--- config.mk ---
export PLATFORM = sky130hd
export DESIGN_NAME = load_store_unit
export DESIGN_NICKNAME = d
export VERILOG_FILES = /design/src/rtl/load_store_unit_pkg.sv /design/src/rtl/load_store_unit_align.sv /design/src/rtl/load_store_unit.sv
export SDC_FILE = /design/constraint.sdc
export NUM_CORES = 1
export LEC_CHECK = 0
export ABC_AREA = 1
export BUFFER_PORTS_ARGS = -buffer_cell sky130_fd_sc_hd__clkbuf_2
export CORE_MARGIN = 2
export CORE_UTILIZATION = 45
export DETAILED_ROUTE_END_ITERATION = 12
export PLACE_DENSITY_LB_ADDON = 0.3
export SLEW_MARGIN = 20
export SYNTH_ARGS = -nofsm -noshare
export SYNTH_HDL_FRONTEND = slang
export SYNTH_SLANG_ARGS = --single-unit
--- constraint.sdc ---
create_clock -name clock -period 3.62 [get_ports clock]
set_input_delay 0.724 -clock clock [delete_from_list [all_inputs] [get_ports clock]]
set_output_delay 0.724 -clock clock [all_outputs]
set_load 0.05 [all_outputs]
--- src/rtl/load_store_unit_pkg.sv ---
// Shared definitions for the load/store unit: funct3 encodings, FSM states and
// the funct3 legality check used at request accept.
package load_store_unit_pkg;

    localparam logic [2:0] F3_LB  = 3'd0;
    localparam logic [2:0] F3_LH  = 3'd1;
    localparam logic [2:0] F3_LW  = 3'd2;
    localparam logic [2:0] F3_LD  = 3'd3;
    localparam logic [2:0] F3_LBU = 3'd4;
    localparam logic [2:0] F3_LHU = 3'd5;
    localparam logic [2:0] F3_LWU = 3'd6;

    localparam logic [2:0] F3_SB  = 3'd0;
    localparam logic [2:0] F3_SH  = 3'd1;
    localparam logic [2:0] F3_SW  = 3'd2;
    localparam logic [2:0] F3_SD  = 3'd3;

    typedef enum logic [1:0] {
        ST_IDLE  = 2'd0,
        ST_BEAT0 = 2'd1,
        ST_BEAT1 = 2'd2,
        ST_RESP  = 2'd3
    } lsu_state_e;

    function automatic logic funct3_legal(input logic       write,
                                          input logic [2:0] funct3,
                                          input logic       is64);
        logic ok;
        ok = 1'b0;
        if (write) begin
            ok = (funct3 == F3_SB) || (funct3 == F3_SH) || (funct3 == F3_SW) ||
                 (is64 && (funct3 == F3_SD));
        end else begin
            case (funct3)
                F3_LB, F3_LH, F3_LW, F3_LBU, F3_LHU: ok = 1'b1;
                F3_LD, F3_LWU:                       ok = is64;
                default:                             ok = 1'b0;
            endcase
        end
        return ok;
    endfunction

endpackage

--- src/rtl/load_store_unit_align.sv ---
// Combinational lane steering: byte enables and shifted store data for both
// beats, plus merge of up to two read beats with sign/zero extension.
module lsu_align #(
    parameter  int DATA_SIZE = 32,
    localparam int BYTES     = DATA_SIZE / 8,
    localparam int OFF       = $clog2(BYTES)
) (
    input  logic [OFF-1:0]       offset,
    input  logic [1:0]           size_log2,
    input  logic                 is_unsigned,
    input  logic [DATA_SIZE-1:0] wr_data,
    input  logic [DATA_SIZE-1:0] beat0_rd,
    input  logic [DATA_SIZE-1:0] beat1_rd,
    output logic [BYTES-1:0]     byte_en0,
    output logic [BYTES-1:0]     byte_en1,
    output logic [DATA_SIZE-1:0] wr_data0,
    output logic [DATA_SIZE-1:0] wr_data1,
    output logic [DATA_SIZE-1:0] rd_data
);

    // Left-justify the loaded field, then shift back arithmetically or logically.
    function automatic logic [DATA_SIZE-1:0] extend_load(input logic [DATA_SIZE-1:0] raw,
                                                         input logic [1:0]           sz,
                                                         input logic                 uns);
        int                          sh;
        logic signed [DATA_SIZE-1:0] left;
        sh = DATA_SIZE - (8 << sz);
        if (sh < 0) sh = 0;
        left = $signed(raw << sh);
        if (uns) return $unsigned(left) >> sh;
        return left >>> sh;
    endfunction

    int                       nbytes;
    logic [2*BYTES-1:0]       lane_mask;
    logic [2*DATA_SIZE-1:0]   wr_wide;
    logic [2*DATA_SIZE-1:0]   rd_wide;

    // Two-word-wide shifts: the upper word is exactly what spills into beat 1.
    always_comb begin
        nbytes = 1 << size_log2;
        if (nbytes > BYTES) nbytes = BYTES;
        lane_mask = '0;
        for (int i = 0; i < BYTES; i++) begin
            if (i < nbytes) lane_mask[i] = 1'b1;
        end
        lane_mask = lane_mask << offset;
        wr_wide   = {{DATA_SIZE{1'b0}}, wr_data} << {offset, 3'b000};
        rd_wide   = {beat1_rd, beat0_rd} >> {offset, 3'b000};
        rd_data   = extend_load(rd_wide[DATA_SIZE-1:0], size_log2, is_unsigned);
    end

    assign byte_en0 = lane_mask[BYTES-1:0];
    assign byte_en1 = lane_mask[2*BYTES-1:BYTES];
    assign wr_data0 = wr_wide[DATA_SIZE-1:0];
    assign wr_data1 = wr_wide[2*DATA_SIZE-1:DATA_SIZE];

endmodule

--- src/rtl/load_store_unit.sv ---
// Load/store unit: request/response handshake in front of a waited memory
// port, with lane alignment, load extension and optional two-beat splitting.
module load_store_unit
    import load_store_unit_pkg::*;
#(
    parameter int DATA_SIZE        = 32,
    parameter bit ALLOW_MISALIGNED = 1'b1
) (
    input  logic                   clock,
    input  logic                   reset,
    input  logic                   req_valid,
    output logic                   req_ready,
    input  logic                   req_write,
    input  logic [2:0]             req_funct3,
    input  logic [DATA_SIZE-1:0]   req_addr,
    input  logic [DATA_SIZE-1:0]   req_wr_data,
    output logic                   resp_valid,
    output logic [DATA_SIZE-1:0]   resp_rd_data,
    output logic                   resp_misaligned,
    output logic                   resp_err,
    output logic                   mem_rd_en,
    output logic                   mem_wr_en,
    output logic [DATA_SIZE-1:0]   mem_addr,
    output logic [DATA_SIZE/8-1:0] mem_byte_en,
    output logic [DATA_SIZE-1:0]   mem_wr_data,
    input  logic [DATA_SIZE-1:0]   mem_rd_data,
    input  logic                   mem_ack,
    input  logic                   mem_err
);

    localparam int BYTES = DATA_SIZE / 8;
    localparam int OFF   = $clog2(BYTES);

    lsu_state_e             state, state_nxt;
    logic                   accept, req_legal, req_cross, beat_active, beat_ack;
    logic                   req_write_p0, cross_p0;
    logic [2:0]             funct3_p0;
    logic [DATA_SIZE-1:0]   req_addr_p0, req_wr_data_p0, base_p0;
    logic [DATA_SIZE-1:0]   beat0_rd_p1, beat0_rd_sel, ld_data;
    logic [DATA_SIZE-1:0]   wr_data0, wr_data1;
    logic [BYTES-1:0]       byte_en0, byte_en1;

    assign req_ready   = (state == ST_IDLE);
    assign accept      = req_valid && req_ready;
    assign resp_valid  = (state == ST_RESP);
    assign beat_active = (state == ST_BEAT0) || (state == ST_BEAT1);
    assign beat_ack    = beat_active && mem_ack;
    assign base_p0     = {req_addr_p0[DATA_SIZE-1:OFF], {OFF{1'b0}}};

    always_comb begin
        req_legal = funct3_legal(req_write, req_funct3, DATA_SIZE == 64);
        req_cross = (int'(req_addr[OFF-1:0]) + (1 << req_funct3[1:0])) > BYTES;
    end

    always_comb begin
        state_nxt = state;
        case (state)
            ST_IDLE: begin
                if (accept) begin
                    if (!req_legal || (req_cross && (ALLOW_MISALIGNED == 1'b0)))
                        state_nxt = ST_RESP;
                    else
                        state_nxt = ST_BEAT0;
                end
            end
            ST_BEAT0: begin
                if (mem_ack) begin
                    if (mem_err)       state_nxt = ST_RESP;
                    else if (cross_p0) state_nxt = ST_BEAT1;
                    else               state_nxt = ST_RESP;
                end
            end
            ST_BEAT1: if (mem_ack) state_nxt = ST_RESP;
            ST_RESP:  state_nxt = ST_IDLE;
            default:  state_nxt = ST_IDLE;
        endcase
    end

    // Outputs are zeroed outside the beats so reset idles the whole port at once.
    always_comb begin
        mem_rd_en   = beat_active && !req_write_p0;
        mem_wr_en   = beat_active && req_write_p0;
        mem_addr    = '0;
        mem_byte_en = '0;
        mem_wr_data = '0;
        if (state == ST_BEAT0) begin
            mem_addr    = base_p0;
            mem_byte_en = byte_en0;
            mem_wr_data = wr_data0;
        end else if (state == ST_BEAT1) begin
            mem_addr    = base_p0 + DATA_SIZE'(BYTES);
            mem_byte_en = byte_en1;
            mem_wr_data = wr_data1;
        end
    end

    assign beat0_rd_sel = (state == ST_BEAT1) ? beat0_rd_p1 : mem_rd_data;

    lsu_align #(.DATA_SIZE(DATA_SIZE)) u_align (
        .offset      (req_addr_p0[OFF-1:0]),
        .size_log2   (funct3_p0[1:0]),
        .is_unsigned (funct3_p0[2]),
        .wr_data     (req_wr_data_p0),
        .beat0_rd    (beat0_rd_sel),
        .beat1_rd    (mem_rd_data),
        .byte_en0    (byte_en0),
        .byte_en1    (byte_en1),
        .wr_data0    (wr_data0),
        .wr_data1    (wr_data1),
        .rd_data     (ld_data)
    );

    // Stage p0: request capture; response flags/data latch on the final beat.
    always_ff @(posedge clock or negedge reset) begin
        if (!reset) begin
            state           <= ST_IDLE;
            req_write_p0    <= 1'b0;
            funct3_p0       <= '0;
            cross_p0        <= 1'b0;
            resp_rd_data    <= '0;
            resp_err        <= 1'b0;
            resp_misaligned <= 1'b0;
        end else begin
            state <= state_nxt;
            if (accept) begin
                req_write_p0    <= req_write;
                funct3_p0       <= req_funct3;
                cross_p0        <= req_cross;
                resp_rd_data    <= '0;
                resp_err        <= !req_legal;
                resp_misaligned <= req_legal && req_cross && (ALLOW_MISALIGNED == 1'b0);
            end else if (beat_ack) begin
                if (mem_err)
                    resp_err <= 1'b1;
                else if (((state == ST_BEAT1) || !cross_p0) && !req_write_p0)
                    resp_rd_data <= ld_data;
            end
        end
    end

    // Stage p0/p1 data: request payload and the first read beat of a split load.
    always_ff @(posedge clock) begin
        if (accept) begin
            req_addr_p0    <= req_addr;
            req_wr_data_p0 <= req_wr_data;
        end
        if ((state == ST_BEAT0) && mem_ack) beat0_rd_p1 <= mem_rd_data;
    end

endmodule

**Yosys cells after proc, flatten, opt, wreduce, memory -nomap -nowiden**

Cells that the tools add are included.

- Bits in latches: 0
- Word-level logic and storage cells: 93
- Memory bits (writable): 0
- Output and inout port bits: 106
- Bits of input ports: 105
- Memories kept: 0
- ROM bits: 0
- Bits in registers: 136

- Shift-type cells: 9
- Bitwise operators: 0
- Multiplexer cells: 32
- Eq/ne operators: 11
- Multipliers: 0
- Magnitude comparators: 7
- Add/sub/neg operators: 3
- Reductions and logical operators: 22
- Div/mod/pow operators: 0

Operator list:

| cell | number |
|---|---|
| two-way mux 32 bit | 13 |
| > comparator 32 x 4 -> 1 bit (second input constant) | 2 |
| < comparator 3 x 32 -> 1 bit (first input constant) | 2 |
| << shifter 1 x 2 -> 32 bit (first input constant) | 2 |
| << shifter 32 x 5 -> 64 bit | 1 |
| >> shifter 64 x 5 -> 32 bit | 1 |
| adder 3 x 32 -> 32 bit | 1 |
| adder 32 x 3 -> 32 bit (second input constant) | 1 |
| < comparator 1 x 32 -> 1 bit (first input constant) | 1 |
| < comparator 2 x 32 -> 1 bit (first input constant) | 1 |
| < comparator 32 x 1 -> 1 bit (second input constant) | 1 |
| << shifter 32 x 32 -> 32 bit | 1 |
| << shifter 4 x 2 -> 32 bit (first input constant) | 1 |
| >> shifter 32 x 32 -> 32 bit | 1 |
| >>> shifter 32 x 32 -> 32 bit | 1 |
| subtractor 7 x 32 -> 32 bit (first input constant) | 1 |
| two-way mux 1 bit | 12 |
| two-way mux 2 bit | 4 |
| two-way mux 4 bit | 2 |
| case mux 2 bit (4 select lines) | 1 |
| << shifter 4 x 2 -> 8 bit | 1 |
| equality test 3 bit (second input constant) | 2 |
| logical AND 1 bit | 6 |
| AND reduction 3 bit | 2 |
| other kinds (13) | 23 |

**Longest topological paths before layout**

- Depth after elaboration: 12
- Mapped depth: 18
- Mapped depth without buffers: 17

**By module**

A second synthesis with hierarchy kept.

- Cells, all modules: 1274
- Area total of the unflattened synthesis: 9143.8 sq um

By module, submodules not included:

| module | instances | sequential area each (sq um) | cells an instance | area each (sq um) |
|---|---|---|---|---|
| load_store_unit | 1 | 3883.7 | 763 | 6715.2 |
| lsu_align | 1 | 0.0 | 511 | 2428.6 |

**Worst setup path after synthesis**

No wires, ideal clock.

- Path type: flip-flop to flip-flop
- Start point: register state[0]
- End point: register resp_rd_data[12]
- Slack: -0.067 ns
- Library setup time: 0.066 ns
- Path buffers: 1
- Arrival time: 3.621 ns
- Cell stages (with the launch flop): 9
- Clock period less this slack: 3.687 ns
- Required time: 3.554 ns
- Cells stage by stage: dfrtp_1 > inv_1 > ha_1 > nand2_1 > clkinv_1 > nor2_1 > buf_2 > nand3_1 > nand2_1

- Elaborated cells between the ends (all ways): 23
- Classes of those cells: 3 x eq/ne; 4 x shift; 7 x mux; 9 x reduce/logical

RTL lines:

| item | RTL line | RTL |
|---|---|---|
| start: declaration | load_store_unit.sv:34 | `lsu_state_e state, state_nxt;` |
| start signal: assignment | load_store_unit.sv:124 | `state <= state_nxt;` |
| zero test 2 bit * | load_store_unit.sv:43 | `assign req_ready = (state == ST_IDLE);` |
| net req_ready | load_store_unit.sv:12 | `output logic req_ready,` |
| logical AND 1 bit * | load_store_unit.sv:44 | `assign accept = req_valid && req_ready;` |
| net accept | load_store_unit.sv:35 | `logic accept, req_legal, req_cross, beat_active, beat_ack;` |
| inequality test 2 x 1 -> 1 bit (no source line) or nonzero test 2 bit (tied branches) | -- |  |
| AND reduction 3 bit (no source line) | -- |  |
| end signal: assignment | load_store_unit.sv:136 | `resp_rd_data <= ld_data;` |
| end: declaration | load_store_unit.sv:18 | `output logic [DATA_SIZE-1:0] resp_rd_data,` |

Mark *: on every way through the listed nets, which the timed path passes. The rest lies on a longest branch. The select of a mux whose other input is x is not followed.
A chain may end at the register's enable or synchronous reset.

**Worst setup path after layout**

- Start point: register state[1]
- End point: output port mem_addr[26]

- Longest elaborated chain between the ends: 3
- Elaborated cells between the ends (all ways): 4
- Classes of those cells: 2 x eq/ne; 2 x mux

Ends and longest elaborated chain:

| item | RTL line | RTL |
|---|---|---|
| equality test 2 bit | load_store_unit.sv:90 | `end else if (state == ST_BEAT1) begin` |
| two-way mux 32 bit | load_store_unit.sv:90 |  |
| two-way mux 32 bit * | load_store_unit.sv:86 | `if (state == ST_BEAT0) begin` |
| end: declaration | load_store_unit.sv:23 | `output logic [DATA_SIZE-1:0] mem_addr,` |

Every way passes the cells marked *; elsewhere a longest branch is shown, timed or not.

==> summary.txt <==
Floorplanning
  – Die width: 141 µm
  – Initial Util: 45.6%
  – Site Rows: 50
  – Full die area: 20,000 µm²
  – I/O pin total: 211
  – Die Y: 141 µm
  – Core area: 18,600 µm²

Global route
  – First-pass GRT wire length: 40,500 µm
  – M2 GR Usage: 43.4%
  – Antenna violations before repair: 1
  – Grt met3 use: 6.34%
  – GRT Residual Overflow: 0
  – Met1 Use GR: 32.0%
  – Largest net degree at the start of global routing: 71
  – Vias in the first global route: 7,968
  – Most Crowded Layer GR: met2
  – Gr usage total: 25.8%

Hold path
  – Hold Crit Class: in2async

CTS
  – Reg clk slew, reported paths: 0.06 ns
  – CTS max path bufs: 2
  – CTS tree: yes
  – Total CTS buffers: 17
  – CTS root buffer: clkbuf_16
  – CTS Sinks: 136
  – Post-CTS Hold Fix Bufs: 0
  – H-tree Lvls: 4
  – Worst skew pair latency: 0.43 ns

Setup path
  – Required time of the critical path: 2.90 ns
  – Worst setup SP type: flip-flop
  – Data arrival time of the critical path: 2.68 ns
  – CP Capture Type: output port
  – Crit-path max FO: 13
  – Reg2Reg Depth: 16
  – WS Path Type: reg2out

Status
  – Run status: completed

Detailed routing
  – Post-route ant nets: 0
  – Final WL: 25,600 µm
  – Avg WL per Cell: 16.5 µm
  – Via count: 8,533
  – Vias per inst: 5.51
  – DRT Pass-1 Iters: 6
  – First DRT Iteration DRCs: 689
  – Drt drc: 0

Power
  – Tot Pwr: 10.1 mW
  – Leak: 4.99 nW
  – PD cells: 965 nW/µm²
  – Worst VDD drop: 0.547 mV

Synth
  – FF+latch count, synth: 136
  – Most used DFF post-synth: edfxtp_1
  – Syn Area/Cell: 7.64 µm²
  – Synth Instances: 1,112
  – Most frequent cells after synthesis: 349 x nand2_1, 114 x nand3_1, 99 x inv_1
  – YS warnings: 0
  – Ys async rst share: 29.4%
  – Top cell type by total area after synthesis: edfxtp_1
  – Post-Synthesis Cell Area: 8500 µm²
  – Seq/Total Area, Yosys: 45.7%
  – Post-synth EDFFs: 96
  – Most frequent cell after synthesis: nand2_1
  – Yosys cell types: 52
  – Synth area leaders: edfxtp_1 34%, nand2_1 15%, dfrtp_1 12%
  – Top cell type's share of synthesized area: 33.9%

STA
  – Worst-Margin Slew: 0.920 ns
  – Fin. max-slew vios: 0
  – Tmin final: 3.41 ns
  – Final setup viols: 0
  – Worst hold slack: 0.419 ns
  – Slew margin rel.: 38.7%
  – Fmax: 0.293 GHz
  – Setup TNS: 0 ns
  – Final hold violation count: 0
  – Period utilization: 94.1%
  – Worst Skew: 0.00920 ns
  – Final worst slack: 0.213 ns

Layout
  – Area growth, synth to finish: 23.7%
  – Nets@finish: 1,417
  – Fraction of layout instances using a drive strength above 1: 21.9%
  – Core Util, Final: 56.4%
  – Footprint of the multi-input gates: 3930 µm²
  – Register area: 3880 µm²
  – Filler cells: 1,786

Placement
  – Port Buffers: 207
  – DP HPWL: 19,000 µm
  – GPL Wtd Cong: 0.929
  – Post-Place Worst Slack: 0.476 ns

Flow run
  – Max-cap viol count: 0
## what timing repair did
action | in CTS | in global routing
setup endpoints to repair | 0 | 17
gates resized for setup | 0 | 6
setup buffers | 0 | 1
## area by class of cell
type                            count  area share (%)
Sequential cell                   136            36.9
Tap cell                          234            2.79
Timing Repair Buffer              223            13.1
Inverter                          116            4.20
Clock buffer                       17            4.05
Multi-Input combinational cell    808            37.4
Antenna cell                        1          0.0238
Clock inverter                     15            1.44
## flip-flops by register name (all words and copies together) (netlist names)
name and cells:
beat0_rd_p1 32, cross_p0 1, funct3_p0 3, req_addr_p0 32, req_wr_data_p0 32, req_write_p0 1
resp_err 1, resp_rd_data 32, state 2
## power breakdown
part           leakage [nW]  total (mW)  switching [mW]  internal (mW)
clock network         0.281        1.72           0.704           1.01
logic                  3.31        6.06            4.46           1.60
registers              1.40        2.37           0.262           2.10
total                  4.99        10.1            5.43           4.71
## cell usage in the layout, fill, tap and decap left out, drive strengths merged, types with 3 or more instances in the layout
cell type and count:
o22ai 19, nor3 20, clkbuf 209, nor2 63, nand4 22, edfxtp 96
xor2 4, o221ai 9, dfrtp 40, a21oi 40, nand3 116, conb 3
o31ai 7, o21ai 101, a31oi 6, or2 3, ha 9, inv 117
nand2 351, nor4 3, clkinv 10, a21boi 3, buf 31, o211ai 9
xnor2 3, o21a 3
## worst paths after layout
path	startpoint	endpoint	slack, ns
hold / removal	reset	resp_rd_data[2]$_DFFE_PN0P_	0.42
hold reg to reg	resp_rd_data[22]$_DFFE_PN0P_	resp_rd_data[22]$_DFFE_PN0P_	0.48
max in group asynchronous	reset	funct3_p0[1]$_DFFE_PN0P_	2.61
setup reg to reg	funct3_p0[1]$_DFFE_PN0P_	resp_rd_data[28]$_DFFE_PN0P_	0.46
setup / recovery	state[1]$_DFFE_PN0P_	mem_addr[26]	0.21
min in group clock	req_wr_data[15]	req_wr_data_p0[15]$_DFFE_PP_	0.47
## through the flow
stage,cell area [µm²],std cells
after floorplan,8500,1114
final,10500,1550
after global routing,10500,1549
after global placement,9910,1516
after detailed placement,9910,1516
after CTS,10500,1548
## worst max-delay path, cell delays in order, from the launching register on
cell      delay, ns
dfrtp_1        0.40
inv_1          0.11
ha_4           0.23
nor2_1         0.15
nand4_1        0.21
nor2_2         0.17
nand4_1        0.17
nor2_2         0.17
nand2_1        0.12
o21ai_1        0.14
nand2_1        0.06
nor2_1         0.09
clkbuf_4       0.23
## kinds of logic after synthesis
| logic type | count (synthesis) | synth area share (%) |
|---|---|---|
| other | 1 | 0.0441 |
| buffers and inverters | 170 | 8.28 |
| xor gates and xnor gates | 7 | 0.722 |
| and+or+nand+nor | 580 | 29.4 |
| AOI/OAI and AO/OA | 207 | 14.1 |
| adders and majority gates | 10 | 1.56 |
| DFF | 136 | 45.7 |
| muxes | 1 | 0.118 |
## metal layers
metal | wire, µm | share of wire, %
met4 | 886 | 3.5
met2 | 12500 | 49
met5 | 0 | 0
met1 | 10200 | 40
met3 | 2050 | 8.0
No activity file was read; power rests on OpenSTA's default activity.
